--- src/rtl/pwm_audio_pkg.sv ---
// Shared types and constants for the PWM audio sample scheduler.
// State codes match the owner encodings so the owner output is a direct decode.
package pwm_audio_pkg;

    typedef enum logic [1:0] {
        IDLE = 2'b00,
        CH0  = 2'b01,
        CH1  = 2'b10
    } sched_state_t;

    localparam logic [1:0] OWNER_IDLE = 2'b00;
    localparam logic [1:0] OWNER_CH0  = 2'b01;
    localparam logic [1:0] OWNER_CH1  = 2'b10;

    localparam logic [7:0] DEFAULT_SILENCE = 8'h80;

endpackage

--- src/rtl/pwm_sample_slot.sv ---
// One-deep sample buffer between a producer and the scheduler.
// It is emptied only by the scheduler's consume strobe.
module pwm_sample_slot #(
    parameter int unsigned SAMPLE_W = 8
) (
    input  logic                clk,
    input  logic                rst,
    input  logic [SAMPLE_W-1:0] in_data,
    input  logic                in_valid,
    output logic                in_ready,
    input  logic                consume,
    output logic                full,
    output logic [SAMPLE_W-1:0] data
);

    logic                full_q, full_d;
    logic [SAMPLE_W-1:0] data_q, data_d;

    assign in_ready = ~full_q & ~rst;
    assign full     = full_q;
    assign data     = data_q;

    // A transfer and a consume never coincide: ready is low while the slot is full.
    always_comb begin
        full_d = full_q;
        data_d = data_q;
        if (consume) begin
            full_d = 1'b0;
        end else if (in_valid && in_ready) begin
            full_d = 1'b1;
            data_d = in_data;
        end
    end

    always_ff @(posedge clk) begin
        if (rst) begin
            full_q <= 1'b0;
            data_q <= '0;
        end else begin
            full_q <= full_d;
            data_q <= data_d;
        end
    end

endmodule

--- src/rtl/pwm_audio_sched.sv ---
// Shares the PWM audio output between speech (ch0) and alert (ch1) producers,
// switching owner on sample ticks and fading to midscale when idle.
module pwm_audio_sched
    import pwm_audio_pkg::*;
#(
    parameter int unsigned         SAMPLE_W   = 8,
    parameter logic [SAMPLE_W-1:0] SILENCE    = DEFAULT_SILENCE,
    parameter int unsigned         MUTE_TICKS = 16
) (
    input  logic                clk,
    input  logic                rst,
    input  logic                tick,
    input  logic                s_tick,
    input  logic [SAMPLE_W-1:0] req0_data,
    input  logic                req0_valid,
    output logic                req0_ready,
    input  logic [SAMPLE_W-1:0] req1_data,
    input  logic                req1_valid,
    output logic                req1_ready,
    output logic [SAMPLE_W-1:0] sample,
    output logic                sample_stb,
    output logic [1:0]          owner,
    output logic                underrun
);

    localparam int unsigned MissW = $clog2(MUTE_TICKS + 1);
    localparam logic [MissW-1:0] MissLast = MissW'(MUTE_TICKS - 1);

    sched_state_t        state_q, state_d;
    logic [MissW-1:0]    miss_q, miss_d;
    logic [SAMPLE_W-1:0] sample_q, sample_d;
    logic                stb_q, stb_d;
    logic                und_q, und_d;

    logic                full0, full1, consume0, consume1;
    logic [SAMPLE_W-1:0] data0, data1;
    logic                do_underrun, do_fade;

    pwm_sample_slot #(
        .SAMPLE_W (SAMPLE_W)
    ) u_slot0 (
        .clk      (clk),
        .rst      (rst),
        .in_data  (req0_data),
        .in_valid (req0_valid),
        .in_ready (req0_ready),
        .consume  (consume0),
        .full     (full0),
        .data     (data0)
    );

    pwm_sample_slot #(
        .SAMPLE_W (SAMPLE_W)
    ) u_slot1 (
        .clk      (clk),
        .rst      (rst),
        .in_data  (req1_data),
        .in_valid (req1_valid),
        .in_ready (req1_ready),
        .consume  (consume1),
        .full     (full1),
        .data     (data1)
    );

    // Arbitration decision; tick takes precedence over a coincident s_tick.
    always_comb begin
        state_d     = state_q;
        consume0    = 1'b0;
        consume1    = 1'b0;
        do_underrun = 1'b0;
        do_fade     = 1'b0;
        if (tick) begin
            unique case (state_q)
                IDLE: begin
                    if (full1) begin
                        state_d  = CH1;
                        consume1 = 1'b1;
                    end else if (full0) begin
                        state_d  = CH0;
                        consume0 = 1'b1;
                    end else begin
                        do_fade = 1'b1;
                    end
                end
                CH0: begin
                    if (full1) begin
                        state_d  = CH1;
                        consume1 = 1'b1;
                    end else if (full0) begin
                        consume0 = 1'b1;
                    end else begin
                        do_underrun = 1'b1;
                    end
                end
                CH1: begin
                    if (full1) begin
                        consume1 = 1'b1;
                    end else begin
                        do_underrun = 1'b1;
                    end
                end
                default: state_d = IDLE;
            endcase
        end else if (s_tick && state_q == IDLE) begin
            do_fade = 1'b1;
        end
    end

    always_comb begin
        miss_d   = miss_q;
        sample_d = sample_q;
        stb_d    = 1'b0;
        und_d    = 1'b0;
        if (consume0 || consume1) begin
            sample_d = consume1 ? data1 : data0;
            stb_d    = 1'b1;
            miss_d   = '0;
        end else if (do_underrun) begin
            und_d = 1'b1;
            if (miss_q >= MissLast) begin
                miss_d = '0;
            end else begin
                miss_d = miss_q + MissW'(1);
            end
        end else if (do_fade) begin
            if (sample_q > SILENCE) begin
                sample_d = sample_q - SAMPLE_W'(1);
            end else if (sample_q < SILENCE) begin
                sample_d = sample_q + SAMPLE_W'(1);
            end
        end
    end

    always_ff @(posedge clk) begin
        if (rst) begin
            state_q  <= IDLE;
            miss_q   <= '0;
            sample_q <= SILENCE;
            stb_q    <= 1'b0;
            und_q    <= 1'b0;
        end else begin
            // The release decision needs the pre-increment count, so it lives here.
            state_q  <= (do_underrun && miss_q >= MissLast) ? IDLE : state_d;
            miss_q   <= miss_d;
            sample_q <= sample_d;
            stb_q    <= stb_d;
            und_q    <= und_d;
        end
    end

    always_comb begin
        owner = OWNER_IDLE;
        unique case (state_q)
            CH0:     owner = OWNER_CH0;
            CH1:     owner = OWNER_CH1;
            default: owner = OWNER_IDLE;
        endcase
    end

    assign sample     = sample_q;
    assign sample_stb = stb_q;
    assign underrun   = und_q;

endmodule

--- config.mk ---
export PLATFORM = sky130hd
export DESIGN_NAME = pwm_audio_sched
export DESIGN_NICKNAME = d
export VERILOG_FILES = /design/src/rtl/pwm_audio_pkg.sv /design/src/rtl/pwm_sample_slot.sv /design/src/rtl/pwm_audio_sched.sv
export SDC_FILE = /design/constraint.sdc
export NUM_CORES = 1
export LEC_CHECK = 0
export BUFFER_PORTS_ARGS = -buffer_cell sky130_fd_sc_hd__buf_2
export CORE_MARGIN = 5
export CORE_UTILIZATION = 28
export DETAILED_ROUTE_END_ITERATION = 12
export GPL_ROUTABILITY_DRIVEN = 0
export HOLD_SLACK_MARGIN = 0.02
export PLACE_DENSITY = 0.53
export SYNTH_ARGS = -nofsm -noshare
export SYNTH_HDL_FRONTEND = slang
export SYNTH_SLANG_ARGS = --single-unit
--- constraint.sdc ---
create_clock -name clk -period 7 [get_ports clk]
set_input_delay 0 -clock clk [delete_from_list [all_inputs] [get_ports clk]]
set_output_delay 0 -clock clk [all_outputs]
set_load 0.02 [all_outputs]
==> results of run 1 <==
metal layers:
| layer | track usage [%] | vias to the layer above |
|---|---|---|
| met5 | 0 | - |
| met4 | 3.97 | 0 |
| met3 | 2.64 | 6 |
| met2 | 16.0 | 31 |
| met1 | 15.3 | 767 |
| li1 | - | 882 |
cell families (layout without fill, tap and decap cells):
kind of cell	count (synthesis)	after routing	share of synthesized area, %
adder cells (fa/ha/maj)	15	15	9.81
multiplexers	24	24	12.4
buffers and inverters	19	70	5.60
AO/OA/AOI/OAI	36	36	12.1
AND/OR/NAND/NOR	89	89	23.1
flip-flops	35	35	35.2
XOR/XNOR	4	4	1.76
placed cells by master, fill, tap and decap left out, types with 2 or more instances in the layout:
cell	synthesis	layout
mux2i_1	19	19
nor3_1	5	5
mux2_2	5	5
o21ai_0	7	7
dlygate4sd3_1	0	18
nor2_1	33	33
and3_1	2	2
nand2_1	17	17
nand3_1	6	6
nor2b_1	4	4
a21oi_1	11	11
nor4_1	2	2
nor3b_1	5	5
or4_1	2	2
clkbuf_8	1	5
ha_1	14	14
xor2_1	3	3
buf_2	0	35
clkbuf_1	5	2
inv_1	9	9
dfxtp_1	35	35
a31oi_1	3	3
nand2b_1	2	2
worst paths after layout:
kind / end / slack, ns
worst min-delay path: sample_stb / 0.20
worst max register to register: sample[6] / 4.52
worst max-delay path: sample[6] / 4.52
worst min register to register: u_slot0.data[0] / 0.49
state kept, by name, summed over array words and instances, names as in the netlist:
signal / cells
miss_q: 5
sample_stb: 1
u_slot0.data: 8
underrun: 1
state_q: 2
u_slot1.data: 8
u_slot0.full: 1
u_slot1.full: 1
sample: 8
report_power, final:
part	total [uW]	internal (uW)	switching, uW
Sequential	256	228	28.3
Clock	138	69.8	68.6
Combinational	440	193	246
Total	834	490	343
through the flow:
| step | total power [uW] | cells | util (%) |
|---|---|---|---|
| detailed placement | 690 | 343 | 32.1 |
| global placement | 686 | 343 | 32.1 |
| floorplan | 598 | 222 | - |
| finish | 834 | 369 | 35.9 |
| CTS | 844 | 369 | 35.9 |
| global route | 910 | 369 | 35.9 |
final cells by class:
| class | count | area, um^2 |
|---|---|---|
| Fill cell | 741 | 4400 |
| Multi-Input combinational cell | 168 | 1180 |
| Sequential cell | 35 | 701 |
| Timing Repair Buffer | 53 | 355 |
| Tap cell | 96 | 120 |
| Clock buffer | 7 | 76.3 |
| Inverter | 9 | 33.8 |
| Clock inverter | 1 | 5.00 |
worst reg2reg max path, stage by stage (launching register included):
cell and delay (ns):
dfxtp_1 0.34, nor4b_1 0.32, nand2_1 0.15, nand2_1 0.12, inv_1 0.13, ha_1 0.37
o21ai_0 0.11, a21oi_1 0.19, mux2_2 0.35, o21ai_0 0.15, a31oi_1 0.09
repair_timing:
item | CTS | global route
resized for setup | 0 | 0
hold buffers | 18 | 0
endpoints found under the hold margin | 18 | 0
==> reports/qor.yml, run 1 <==
sta:
  tightestPinTransition_ns: 1.00
  setup-violations-final: 0
  period_needed_ns: 2.48
  whs_ns: 0.200
  fin_ws_ns: 4.52
  grt_setup_unrepaired: "false"
  fmax_ghz: 0.404
  drv_slew: 0
  clock_skew_ns: 0.00868
  fin_tns_setup_ns: 0
  hold_viol_final: 0
  period_share_pct: 35.4
  relSlewSlack_pct: 33.0
run:
  drv_cap: 0
synthesis:
  yosysMostFrequentCell: "dfxtp_1"
  synth_top_cell_area_share_pct: 35.2
  syn_inst: 222
  ys.flop_type: "dfxtp_1"
  synth_nets: 259
  synth_top_area_cell: "dfxtp_1"
  postSynth.asyncResetShare_pct: 0
  synth_cell_types: 50
  yosysWarningCount: 0
  syn_area_per_cell_um2: 8.96
  ys_top_cells_by_count: "dfxtp_1, nor2_1, mux2i_1, nand2_1, ha_1"
  ys_ff_latch: 35
  netlist_area_um2: 1990
  seq_area_frac_synth_pct: 35.2
  synth_edf_count: 0
  synth_area_leaders: "dfxtp_1, mux2i_1, ha_1"
power:
  power_leakage_uw: 0.00107
  p_per_area_nw_per_um2: 338
  ir_drop_uv: 102
outcome:
  outcome: "finished, final reports clean"
cts:
  clock-sinks: 35
  root_buffer: "clkbuf_8"
  cts_tree: "done"
  clockBufferDepth: 2
  path_clk_slew_ns: 0.07
  ctsHtreeMaxLevel: 2
  cts_buffers: 5
  clk-insertion-delay-late_ns: 0.28
  post_cts_buffers: 0
floorplan:
  coreArea_um2: 6870
  core.rowCount: 30
  io_pins: 36
  start_util_pct: 29.0
  die_area_um2: 8890
  dieWidth_um: 94.3
  die_h_um: 94.3
worst_setup_path:
  critPathMaxFanout: 6
  crit_chain: "nor4b_1 -> nand2_1 -> nand2_1 -> inv_1 -> ha_1 -> o21ai_0 -> a21oi_1 -> mux2_2 -> o21ai_0 -> a31oi_1"
  crit_type: "reg2reg"
  worst_path_largest_cell_delay_ns: 0.37
  startpoint: "sample[4]"
  crit_buf_inv: 1
  critPathLaunchType: "flop"
  critPathRequiredTime_ns: 7.15
  worst-path-stages: 10
  path_delay_family: "simple AND/OR/NAND/NOR gates"
  rr_worst_depth: 10
  crit_path_end_kind: "flop"
  arrival_ns: 2.62
  r2r_start: "sample[4]"
  slowest_stage: "ha_1"
route:
  drt-met1-wl_mm: 2.48
  via_per_inst: 4.57
  finalWirelength_mm: 4.67
  drc_errors: 0
  route.met3.wl_um: 169
  drt_iter0_drc: 80
  drt-pass1-iter-count: 4
  drtAntennaViolNets: 0
  wl_met2_mm: 1.96
  dr_total_vias: 1686
  highest_layer: "met4"
  post_drt_wl_per_cell_um: 12.7
global_route:
  grt_max_degree: 36
  antenna_found_initial: 0
  grt_pass1_wl_mm: 7.65
  grt_pass1_vias: 1595
  grt.total_usage_pct: 10.9
  grt-ovfl-total: 0
cells_and_area:
  design_area_um2: 2470
  finalNetCount: 309
  syn_to_final_growth_pct: 24.1
  n_antenna_cell: 0
  layout-drive-gt1-share_pct: 21.2
place:
  post_dp_cell_area_um2: 2210
  hpwl_mm: 3.47
  portBuffers: 35
  place_ws_ns: 4.53
hold_path:
  hp-start: "tick"
  hold_path.class: "in2reg"
  hold_depth: 3
(Power assumes the default switching activity.)
==> inputs of run 2 (changes only) <==
==> constraint.sdc (replaced) <==
create_clock -name clk -period 2.3 [get_ports clk]
set_input_delay 0 -clock clk [delete_from_list [all_inputs] [get_ports clk]]
set_output_delay 0 -clock clk [all_outputs]
set_load 0.02 [all_outputs]
==> run 2 against run 1 <==
  * Non-clock buffer count rose by 15
  * Utilization rose by 3.7 points
  * Clock power rose to 3.6 times the previous value
  * Register-to-register slack lost 4.4 ns
  * Critical path depth stayed put
  * Clock-buffer cell count rose by 1
  * Clock skew rose by 0.00060 ns
  * Via count up 6.3%
  * Hold slack lost 0.011 ns
  * Combinational power grew to 4.7 times the previous value
  * Maximum frequency rose by 13%
  * Critical path type unchanged
==> reports/qor.yml, run 2 (synthesis results as in run 1) <==
cells_and_area:
  final_cell_mix: "buf_2, nor2_1, dfxtp_1"  # was buf_2, dfxtp_1, nor2_1
  nFillCells: 719  # was 741
  layout_commonest_cell: "buf_2"
  n_antenna_cell: 0  # unchanged
  design_area_um2: 2730  # was 2470 um^2
  layout-drive-gt1-share_pct: 31.6  # was 21.2%
  finalNetCount: 324  # was 309
  syn_to_final_growth_pct: 37.0  # was 24.1%
worst_setup_path:
  crit_chain: "nor4b_2 -> nand2_1 -> nand2_2 -> buf_4 -> fa_2 -> nand2b_4 -> a21oi_4 -> mux2_2 -> o21ai_1 -> a31oi_1"  # was nor4b_1 -> nand2_1 -> nand2_1 -> inv_1 -> ha_1 -> o21ai_0 -> a21oi_1 -> mux2_2 -> o21ai_0 -> a31oi_1
  critPathLaunchType: "flop"  # unchanged
  arrival_ns: 2.34  # was 2.62 ns
  slowest_stage: "fa_2"  # was ha_1
  startpoint: "sample[7]"  # was sample[4]
  r2r_start: "sample[7]"  # was sample[4]
  worst_path_largest_cell_delay_ns: 0.35  # was 0.37 ns
  crit_type: "reg2reg"  # unchanged
  critPathMaxFanout: 4  # was 6
  crit_path_end_kind: "flop"  # unchanged
  critPathRequiredTime_ns: 2.45  # was 7.15 ns
place:
  post_dp_cell_area_um2: 2330  # was 2210 um^2
  place_ws_ns: 0.00397  # was 4.53 ns
  portBuffers: 35  # unchanged
  hpwl_mm: 3.65  # was 3.47 mm
route:
  drt_iter0_drc: 110  # was 80
  drc_errors: 0  # unchanged
  finalWirelength_mm: 5.28  # was 4.67 mm
  dr_total_vias: 1792  # was 1686
  via_per_inst: 4.67  # was 4.57
  post_drt_wl_per_cell_um: 13.8  # was 12.7 um
  drtAntennaViolNets: 0  # unchanged
  drt-pass1-iter-count: 4  # unchanged
cts:
  clk-insertion-delay-late_ns: 0.28  # about the same
  post_cts_buffers: 0  # unchanged
  clockBufferDepth: 2  # unchanged
  clock-sinks: 35  # unchanged
  ctsHtreeMaxLevel: 2  # unchanged
  cts_buffers: 5  # unchanged
  path_clk_slew_ns: 0.08  # was 0.07 ns
  root_buffer: "clkbuf_8"  # unchanged
  cts_tree: "done"  # unchanged
global_route:
  grt.total_usage_pct: 12.1  # was 10.9%
  grt_max_degree: 36  # unchanged
  grt_pass1_wl_mm: 8.46  # was 7.65 mm
  antenna_found_initial: 0  # unchanged
  grt-ovfl-total: 0  # unchanged
  grt_pass1_vias: 1759  # was 1595
power:
  p_per_area_nw_per_um2: 1220  # was 338 nW/um^2
  ir_drop_uv: 494  # was 102 uV
  power_leakage_uw: 0.00117  # was 0.00107 uW
sta:
  fin_tns_setup_ns: 0  # unchanged
  fmax_ghz: 0.456  # was 0.404 GHz
  period_share_pct: 95.4  # was 35.4%
  drv_slew: 0  # unchanged
  hold_viol_final: 0  # unchanged
  period_needed_ns: 2.19  # was 2.48 ns
  tightestPinTransition_ns: 0.994  # was 1.00 ns
  fin_ws_ns: 0.106  # was 4.52 ns
  whs_ns: 0.188  # was 0.200 ns
  setup-violations-final: 0  # unchanged
  clock_skew_ns: 0.00928  # was 0.00868 ns
  relSlewSlack_pct: 33.6  # was 33.0%
floorplan:
  io_pins: 36  # unchanged
  die_area_um2: 8890  # unchanged
  die_h_um: 94.3  # unchanged
  start_util_pct: 29.0  # unchanged
  coreArea_um2: 6870  # unchanged
  dieWidth_um: 94.3  # unchanged
  core.rowCount: 30  # unchanged
hold_path:
  hp-start: "tick"  # unchanged
  hold_path.class: "in2reg"  # unchanged
run:
  drv_cap: 0  # unchanged
outcome:
  outcome: "finished, final reports clean"  # unchanged
## run 2: power breakdown
| part | total (uW) | switching (uW) | internal, uW | leakage [uW] |
|---|---|---|---|---|
| clock | 500 | 226 | 274 | 0.0000515 |
| combinational | 2060 | 1070 | 988 | 0.000834 |
| sequential | 765 | 69.2 | 696 | 0.000287 |
## run 2: worst max-delay path, delay by kind of cell (launching register included)
family	cells	cell delay, ns
AO/OA/AOI/OAI	3	0.39
AND/OR/NAND/NOR	4	0.49
buffers and inverters	1	0.14
multiplexers	1	0.35
flip-flops	1	0.34
adder cells (fa/ha/maj)	1	0.35
## run 2: final timing paths
kind / end / depth (start not counted) / slack (ns)
setup / recovery: sample[6] / 10 / 0.11
hold / removal: sample_stb / 3 / 0.19
setup reg to reg: sample[6] / 10 / 0.11
hold reg to reg: u_slot0.data[7] / 2 / 0.49
## run 2: routing by layer
layer | vias to the layer above | track usage (%) | share of wire [%]
met5 | - | 0 | 0
met4 | 0 | 4.45 | 1.2
met3 | 4 | 3.37 | 4.7
met2 | 43 | 18.7 | 46
met1 | 836 | 16.0 | 48
li1 | 909 | - | -
## run 2: cell type report
type | instances | area, um^2 | share of cell area, %
Tap cell | 96 | 120 | 4.41
Clock buffer | 8 | 100 | 3.67
Inverter | 9 | 36.3 | 1.33
Timing Repair Buffer | 68 | 468 | 17.2
Multi-Input combinational cell | 168 | 1300 | 47.6
Sequential cell | 35 | 703 | 25.8
## run 2: repair_timing
action                     4_1_cts  5_1_grt
gates resized for setup          2       19
hold endpoints to repair        18        0
pin swaps                        0        6
hold buffers                    18        0
setup endpoints to repair        2        5
## run 2: through the flow
step | power, uW | std cells | util [%]
after floorplan | 1830 | 222 | -
after CTS | 2920 | 384 | 38.1
after global placement | 2320 | 358 | 33.9
after detailed placement | 2330 | 358 | 33.9
final | 3320 | 384 | 39.7
after global routing | 3580 | 384 | 39.7
==> inputs of run 3 (changes only) <==
--- a/config.mk
+++ b/config.mk
@@ -6,8 +6,10 @@
 export NUM_CORES = 1
 export LEC_CHECK = 0
 export BUFFER_PORTS_ARGS = -buffer_cell sky130_fd_sc_hd__buf_2
+export CAP_MARGIN = 20
 export CORE_MARGIN = 5
 export CORE_UTILIZATION = 28
+export CTS_BUF_LIST = sky130_fd_sc_hd__clkbuf_16
 export DETAILED_ROUTE_END_ITERATION = 12
 export GPL_ROUTABILITY_DRIVEN = 0
 export HOLD_SLACK_MARGIN = 0.02
==> constraint.sdc (replaced) <==
create_clock -name clk -period 2.8 [get_ports clk]
set_input_delay 0 -clock clk [delete_from_list [all_inputs] [get_ports clk]]
set_output_delay 0 -clock clk [all_outputs]
set_load 0.02 [all_outputs]
==> run 3 against run 2 <==
  * Clock skew down 0.0025 ns
  * Die area unchanged
  * Sequential cell count unchanged
  * Highest routed layer unchanged
  * Clock power up 26%
  * Sequential power down 16%
  * Via count down 5.4%
  * Final area down 5.6%
  * Utilization down 2.2 points
  * Sequential share of layout area up 1.4 points
  * First-iteration DRC count down 20%
  * Clock-buffer cell count down 3
  * Global-route usage down 0.61 points
==> reports/qor.yml, run 3 (synthesis results as in run 1) <==
outcome:
  outcome: "finished, final reports clean"  # unchanged
worst_setup_path:
  crit_buf_inv: 1  # unchanged
  crit_path_end_kind: "flop"  # unchanged
  arrival_ns: 2.65  # was 2.34 ns
  r2r_slack_ns: 0.29  # was 0.11 ns
  critPathMaxFanout: 6  # was 4
  critPathLaunchType: "flop"  # unchanged
  critPathRequiredTime_ns: 2.94  # was 2.45 ns
  crit_type: "reg2reg"  # unchanged
  worst_path_largest_cell_delay_ns: 0.37  # was 0.35 ns
  path_delay_family: "simple AND/OR/NAND/NOR gates"  # unchanged
  slowest_stage: "ha_1"  # was fa_2
  crit_chain: "nor4b_1 -> nand2_1 -> nand2_1 -> inv_1 -> ha_1 -> o21ai_0 -> a21oi_1 -> mux2_2 -> o21ai_0 -> a31oi_1"  # was nor4b_2 -> nand2_1 -> nand2_2 -> buf_4 -> fa_2 -> nand2b_4 -> a21oi_4 -> mux2_2 -> o21ai_1 -> a31oi_1
global_route:
  grt-ovfl-total: 0  # unchanged
  grt.total_usage_pct: 11.5  # was 12.1%
  grt_pass1_wl_mm: 8.05  # was 8.46 mm
  grt_max_degree: 36  # unchanged
  antenna_found_initial: 0  # unchanged
  grt_pass1_vias: 1718  # was 1759
cells_and_area:
  nFillCells: 735  # was 719
  layout-drive-gt1-share_pct: 22.5  # was 31.6%
  n_antenna_cell: 0  # unchanged
  final_util_pct: 37.4  # was 39.7%
  layout.cells.non_filler: 371  # was 384
  syn_to_final_growth_pct: 29.2  # was 37.0%
  finalNetCount: 311  # was 324
  final_cell_mix: "buf_2, dfxtp_1, nor2_1"  # was buf_2, nor2_1, dfxtp_1
cts:
  clock-sinks: 35  # unchanged
  clk-insertion-delay-late_ns: 0.28  # about the same
  hold_buffers: 18  # unchanged
  root_buffer: "clkbuf_16"  # was clkbuf_8
  cts_buffers: 5  # unchanged
  path_clk_slew_ns: 0.06  # was 0.08 ns
  post_cts_buffers: 0  # unchanged
  ctsHtreeMaxLevel: 2  # unchanged
  clockBufferDepth: 2  # unchanged
  cts_tree: "done"  # unchanged
  cts_resized: 0  # was 2
floorplan:
  die_area_um2: 8890  # unchanged
  coreArea_um2: 6870  # unchanged
  die_h_um: 94.3  # unchanged
  io_pins: 36  # unchanged
  start_util_pct: 29.0  # unchanged
  core.rowCount: 30  # unchanged
  dieWidth_um: 94.3  # unchanged
route:
  finalWirelength_mm: 4.76  # was 5.28 mm
  drt_iter0_drc: 88  # was 110
  via_per_inst: 4.57  # was 4.67
  dr_total_vias: 1696  # was 1792
  drtAntennaViolNets: 0  # unchanged
  drt-pass1-iter-count: 4  # unchanged
  post_drt_wl_per_cell_um: 12.8  # was 13.8 um
  drc_errors: 0  # unchanged
power:
  power_leakage_uw: 0.00112  # was 0.00117 uW
  power.share.sequential_pct: 27.1  # was 23.0%
  internal_power_uw: 1470  # was 1960 uW
  clock_power_share_pct: 26.6  # was 15.1%
  p_sw_share_pct: 37.9  # was 41.1%
  p_per_area_nw_per_um2: 921  # was 1220 nW/um^2
  combinationalPowerShare_pct: 46.3  # was 61.9%
  power_switching_uw: 897  # was 1360 uW
  ir_drop_uv: 338  # was 494 uV
sta:
  fmax_ghz: 0.399  # was 0.456 GHz
  setup-violations-final: 0  # unchanged
  period_needed_ns: 2.51  # was 2.19 ns
  grt_setup_unrepaired: "false"
  hold_viol_final: 0  # unchanged
  tightestPinTransition_ns: 0.646  # was 0.994 ns
  relSlewSlack_pct: 57.0  # was 33.6%
  fin_tns_setup_ns: 0  # unchanged
  clock_skew_ns: 0.00675  # was 0.00928 ns
  drv_slew: 0  # unchanged
  whs_ns: 0.208  # was 0.188 ns
  period_share_pct: 89.6  # was 95.4%
  fin_ws_ns: 0.291  # was 0.106 ns
run:
  drv_cap: 0  # unchanged
place:
  hpwl_mm: 3.52  # was 3.65 mm
  place_inst: 345  # was 358
  place_ws_ns: 0.291  # was 0.00397 ns
  portBuffers: 35  # unchanged
hold_path:
  hold_path.class: "in2reg"  # unchanged
[run 3: changes by cell type in the layout (fill, tap and decap cells not counted), moves of 2 or more]
cell	delta
o21ai_0	+2
clkbuf_8	-7
dfxtp_1	+2
clkbuf_16	+5
dfxtp_2	-2
ha_1	+4
a21oi_1	+2
buf_4	-13
ha_4	-4
[run 3: power by group through the flow]
stage	clock network [uW]	logic (uW)	registers, uW
floorplan	0	801	693
global placement	0	1060	652
detailed placement	0	1070	653
CTS	644	1100	642
global route	671	1250	654
finish	630	1100	642
[run 3: final timing paths]
path,start,end,cells past startpoint
hold reg to reg,miss_q[3],miss_q[3],2
setup reg to reg,sample[4],sample[6],10
setup / recovery,sample[4],sample[6],10
hold / removal,tick,sample_stb,3
[run 3: worst min-delay path, delay by kind of cell]
kind / cells / cell delay, ns
AND/OR/NAND/NOR: 2 / 0.27
buffers and inverters: 1 / 0.15
[run 3: stage by stage]
step	cell area, um^2	total power, uW
after floorplan	1990	1490
after global placement	2220	1720
after detailed placement	2220	1720
after CTS	2570	2390
after global routing	2570	2570
final	2570	2370
[run 3: final cells by class]
| type | count | area [um^2] | share of cell area, % |
|---|---|---|---|
| Clock inverter | 3 | 43.8 | 1.70 |
| Clock buffer | 5 | 125 | 4.87 |
| Sequential cell | 35 | 701 | 27.3 |
| Inverter | 9 | 33.8 | 1.31 |
| Timing Repair Buffer | 55 | 370 | 14.4 |
| Multi-Input combinational cell | 168 | 1180 | 45.8 |
| Tap cell | 96 | 120 | 4.67 |
[run 3: metal layers]
| metal | global-route usage [%] | vias up | routed length (um) |
|---|---|---|---|
| li1 | - | 885 | - |
| met1 | 16.1 | 777 | 2480 |
| met2 | 17.4 | 30 | 2090 |
| met3 | 2.64 | 4 | 177 |
| met4 | 3.61 | 0 | 22 |
| met5 | 0 | - | 0 |
